<file path="config.mk">
export PLATFORM = sky130hd
export DESIGN_NAME = var_delay_ctrl
export DESIGN_NICKNAME = d
export VERILOG_FILES = /design/src/rtl/var_delay_ctrl.sv
export SDC_FILE = /design/constraint.sdc
export NUM_CORES = 2
export LEC_CHECK = 0
export ABC_CLOCK_PERIOD_IN_PS = 4600
export BUFFER_PORTS_ARGS = -buffer_cell sky130_fd_sc_hd__buf_2
export CELL_PAD_IN_SITES_DETAIL_PLACEMENT = 1
export CELL_PAD_IN_SITES_GLOBAL_PLACEMENT = 2
export CORE_AREA = 2 2 488 587
export DETAILED_ROUTE_END_ITERATION = 8
export DIE_AREA = 0 0 490 589
export PLACE_DENSITY_LB_ADDON = 0.12
export SYNTH_ARGS = -nofsm -noshare
export SYNTH_HDL_FRONTEND = slang
export SYNTH_SLANG_ARGS = --single-unit
</file>
<file path="constraint.sdc">
create_clock -name clk -period 4.6 [get_ports clk]
set_input_delay 0.69 -clock clk [delete_from_list [all_inputs] [get_ports clk]]
set_output_delay 0.69 -clock clk [all_outputs]
set_load 0.005 [all_outputs]
</file>
<file path="src/rtl/var_delay_ctrl.sv">
// Runtime-programmable delay line: ring buffer of MAX_LENGTH samples replayed L enabled
// cycles later, with a FILL/RUN/FLUSH sequencer and a req/ack reconfiguration handshake.
module var_delay_ctrl #(
  parameter int MAX_LENGTH  = 256,
  parameter int WIDTH       = 8,
  parameter int DEFAULT_LEN = 10,
  parameter int LEN_W       = $clog2(MAX_LENGTH + 1)
) (
  input  logic             clk,
  input  logic             rst,
  input  logic             ena,
  input  logic [WIDTH-1:0] in,
  output logic [WIDTH-1:0] out,
  output logic             out_valid,
  input  logic [LEN_W-1:0] cfg_len,
  input  logic             cfg_req,
  output logic             cfg_ack,
  output logic             busy
);
  localparam int PTR_W = (MAX_LENGTH > 1) ? $clog2(MAX_LENGTH) : 1;
  localparam logic [LEN_W-1:0] MAX_L    = LEN_W'(MAX_LENGTH);
  localparam logic [LEN_W-1:0] DEF_L    = LEN_W'(DEFAULT_LEN);
  localparam logic [PTR_W-1:0] PTR_LAST = PTR_W'(MAX_LENGTH - 1);

  typedef enum logic [1:0] {S_FILL, S_RUN, S_FLUSH} state_t;

  state_t           state_q, state_d;
  logic [LEN_W-1:0] len_q, len_d;
  logic [LEN_W-1:0] fill_q, fill_d;
  logic [PTR_W-1:0] wr_ptr_q, wr_ptr_d;
  logic [WIDTH-1:0] out_q, out_d;
  logic             out_valid_q, out_valid_d;
  logic             cfg_ack_q, cfg_ack_d;
  logic             busy_q, busy_d;
  logic [WIDTH-1:0] mem_q [MAX_LENGTH];

  logic             mem_we;
  logic [PTR_W-1:0] back, rd_addr;
  logic [WIDTH-1:0] rd_data;
  logic [LEN_W-1:0] fill_inc, clamped;

  // Read address is wr_ptr-(L-1) mod MAX_LENGTH; L=1 reads the sample being written, so bypass.
  always_comb begin
    back     = PTR_W'(len_q - LEN_W'(1));
    rd_addr  = (wr_ptr_q >= back) ? wr_ptr_q - back : wr_ptr_q + (PTR_LAST - back) + PTR_W'(1);
    rd_data  = (len_q == LEN_W'(1)) ? in : mem_q[rd_addr];
    fill_inc = fill_q + LEN_W'(1);
    clamped  = (cfg_len == '0) ? LEN_W'(1) : (cfg_len > MAX_L) ? MAX_L : cfg_len;
  end

  always_comb begin
    state_d     = state_q;
    len_d       = len_q;
    fill_d      = fill_q;
    wr_ptr_d    = wr_ptr_q;
    out_d       = out_q;
    out_valid_d = out_valid_q;
    cfg_ack_d   = 1'b0;
    mem_we      = 1'b0;
    case (state_q)
      S_FLUSH: state_d = S_FILL;
      default: begin
        if (cfg_req) begin
          // Reconfiguration wins over a coincident sample, which is dropped.
          len_d       = clamped;
          state_d     = S_FLUSH;
          cfg_ack_d   = 1'b1;
          fill_d      = '0;
          out_d       = '0;
          out_valid_d = 1'b0;
        end else if (ena) begin
          mem_we   = 1'b1;
          wr_ptr_d = (wr_ptr_q == PTR_LAST) ? '0 : wr_ptr_q + PTR_W'(1);
          if (state_q == S_FILL) begin
            fill_d = fill_inc;
            if (fill_inc >= len_q) begin
              state_d     = S_RUN;
              out_d       = rd_data;
              out_valid_d = 1'b1;
            end else begin
              out_d       = '0;
              out_valid_d = 1'b0;
            end
          end else begin
            out_d       = rd_data;
            out_valid_d = 1'b1;
          end
        end
      end
    endcase
    busy_d = (state_d != S_RUN);
  end

  always_ff @(posedge clk) begin
    if (rst) begin
      state_q     <= S_FILL;
      len_q       <= DEF_L;
      fill_q      <= '0;
      wr_ptr_q    <= '0;
      out_q       <= '0;
      out_valid_q <= 1'b0;
      cfg_ack_q   <= 1'b0;
      busy_q      <= 1'b1;
    end else begin
      state_q     <= state_d;
      len_q       <= len_d;
      fill_q      <= fill_d;
      wr_ptr_q    <= wr_ptr_d;
      out_q       <= out_d;
      out_valid_q <= out_valid_d;
      cfg_ack_q   <= cfg_ack_d;
      busy_q      <= busy_d;
    end
  end

  // Buffer contents are never cleared; the fill count alone decides validity.
  always_ff @(posedge clk) begin
    if (!rst && mem_we) mem_q[wr_ptr_q] <= in;
  end

  assign out       = out_q;
  assign out_valid = out_valid_q;
  assign cfg_ack   = cfg_ack_q;
  assign busy      = busy_q;
endmodule

</file>
==> results.tsv <==
stage	metric	value	unit
floorplan	fp.dieH	589	um
grt	grt_pass1_vias	42400	
clock_tree	clk_latency	0.91	ns
routing	vias	38900	
synthesis	syn_area_per_cell	22.0	um^2
routing	routed_wl	250	mm
final_layout	drive_gt1_share	31.6	%
run_status	status	completed	
grt	grt_max_degree	131	
worst_setup_path	cp.required	5.38	ns
clock_tree	cts.sinks	2087	
worst_setup_path	path_max_fanout	43	
routing	ant_nets	0	
clock_tree	post_cts_resized	0	
place	post-dp-hpwl	158	mm
floorplan	rows	214	
final_layout	fillers	27500	
flow_run	maxCapViolCount	0	
clock_tree	cts_hold_buffers	0	
clock_tree	cts_buffer_depth	4	
timing	report.final.setup_viol	0	
routing	drc_errors	0	
timing	min_period	4.44	ns
timing	rsz0062_at_grt	false	
timing	finalHoldViolations	0	
clock_tree	cts_tree	built	
timing	fmax	225	MHz
grt	antenna_found_initial	10	
worst_setup_path	critical_path_class	reg2reg	
final_layout	nets	4222	
floorplan	core_area	282000	um^2
worst_hold_path	hold_start	cfg_req	
timing	clock_skew	0.0739	ns
worst_setup_path	critical_path.startpoint_type	register	
worst_setup_path	end_kind	register	
clock_tree	clkTransAtPathRegs	0.06	ns
pwr	p_leak	29.8	nW
synthesis	synthArstFlopShare	0	%
clock_tree	post_cts_buffers	0	
worst_hold_path	hold_path.class	in2reg	
timing	period_share	96.4	%
routing	wire_per_inst	30.8	um
clock_tree	root_buffer	clkbuf_16	
timing	setup_tns	0	ns
synthesis	yosys-top-cells-area	edfxtp_1 75%, mux4_2 17%, nor2_1 1.4%	
routing	drt_iter0_markers	3076	
place	port_buffers	31	
synthesis	synthCells	3716	
worst_setup_path	timing.rr.start	len_q[0]	
synthesis	synth_edf_count	2048	
grt	gr-total-overflow	0	
clock_tree	htreeDepth	4	
routing	drtPass1Iterations	5	
floorplan	dieWidth	490	um
synthesis	synth.distinct_cells	61	
clock_tree	numCtsBuffers	229	
timing	slew_headroom	20.3	%
timing	tightest_slew	1.20	ns
synthesis	synth_top_area_share	75.3	%
grt	grtUsageTotal	17.2	%
pwr	ir_drop	0.312	mV
synthesis	synth.largest_area_cell	edfxtp_1	
synthesis	synth.net_count	3761	
floorplan	initial_core_util	28.9	%
timing	slew_viol_final	0	
pwr	power.total	0.0440	W
worst_setup_path	critical_path.startpoint	len_q[0]	
synthesis	ys_seq_area_share	76.2	%
grt	grt_first_pass_wirelength	351	mm
floorplan	die_area	289000	um^2
worst_setup_path	critPathArrivalTime	5.21	ns
pwr	p_per_area	457	nW/um^2
synthesis	yosysWarnings	0	
synthesis	synth_ff_type	edfxtp_1	
synthesis	synth_area	81700	um^2
final_layout	syn_to_final_growth	17.9	%
routing	vias_per_cell	4.77	
floorplan	io_pins	32	
synthesis	ys_ff_latch	2087	
place	finalWeightedCongestion	0.752	
## area by class of cell
cell class / count / area, um^2 / share of cell area (%)
diodes: 3 / 7.51 / 0.00779
clock buffers: 288 / 5990 / 6.22
clock inverters: 123 / 936 / 0.971
inverters: 15 / 56.3 / 0.0584
multi-input cells: 1406 / 18500 / 19.2
flip-flops and latches: 2087 / 62300 / 64.6
well taps: 3780 / 4730 / 4.91
repair buffers: 438 / 3850 / 4.00
## logic make-up (layout without fill, tap and decap cells)
family | Yosys count | count (layout) | share of synthesized area (%)
and+or+nand+nor | 561 | 561 | 2.89
DFF | 2087 | 2087 | 76.2
buffers and inverters | 223 | 864 | 1.36
AOI/OAI and AO/OA | 119 | 119 | 1.01
adders and majority gates | 24 | 24 | 0.377
other | 0 | 3 | 0
xor gates and xnor gates | 25 | 25 | 0.300
muxes | 677 | 677 | 17.8
## cells in the mapped netlist (13+ instances only)
cell and n:
edfxtp_1 2048, mux4_2 615, nor2_1 302, nand2_1 139, clkbuf_1 104, buf_2 72, mux2i_1 54, nand3_1 42
dfxtp_1 39, a21oi_1 35, ha_1 23, inv_1 15, and2_1 14, buf_4 13
## critical path, cell delays in order (launching register included)
cell and delay (ns):
dfxtp_1 0.33, inv_1 0.09, ha_1 0.32, inv_1 0.06
fa_4 0.84, buf_12 0.28, buf_4 0.29, mux4_2 0.38
mux4_2 0.47, mux2i_1 0.33, a21oi_1 0.34, a222oi_1 0.40
nand4_1 0.12
## routing by layer
layer | vias to the layer above | track usage (%) | wire [um]
li1 | 16500 | - | -
met1 | 21500 | 22.8 | 108000
met3 | 278 | 2.31 | 8960
met4 | 0 | 3.93 | 5610
met2 | 627 | 30.1 | 128000
met5 | - | 0 | 0
## stage by stage
step	std cells	instance area [um^2]	hold WS (ns)	setup slack [ns]	utilization (%)
detailed placement	7726	89400	0.455	0.0442	31.7
finish	8140	96300	0.126	0.163	34.1
CTS	8137	96300	0.0514	0.0230	34.1
floorplan	3716	81700	0.436	0.990	-
global placement	7726	89400	0.452	0.00837	31.7
global route	8138	96300	0.0876	0.00365	34.1
## report_power, final
group	switching, W	internal (W)	total, W
sequential	0.0000165	0.0209	0.0209
clock	0.00762	0.00988	0.0175
combinational	0.00325	0.00237	0.00561
total	0.0109	0.0331	0.0440
## worst paths after layout
kind / slack, ns / cells past startpoint / endpoint
worst min-delay path: 0.13 / 2 / state_q[0]
worst min register to register: 0.46 / 2 / len_q[8]
worst max register to register: 0.16 / 12 / out[2]
worst max-delay path: 0.16 / 12 / out[2]
## cells in the final DEF (no fill, tap or decap), drive strengths merged, types with 3 or more instances in the layout
cell and count:
o211ai 8, inv 21, o21a 5, a222oi 6, o21ai 11, nor2 302, nand3b 5, ha 23
edfxtp 2048, nand3 42, buf 438, and2 14, a21oi 36, nor3 11, nand2 140, a31oi 9
nor2b 6, nand2b 7, nand4 11, nor4 4, nor3b 7, a211oi 12, diode 3, and3 9
mux4 621, xnor2 14, a22oi 7, a211o 4, clkinvlp 4, a32oi 7, mux2i 54, xor2 11
clkinv 100, clkbuf 288, dfxtp 39, bufinv 13
## registers in the layout, indices dropped and copies added (netlist names)
register   count
mem_q       2048
state_q        2
fill_q         9
cfg_ack        1
wr_ptr_q       8
out_valid      1
busy           1
out            8
len_q          9
(Power assumes the default switching activity.)
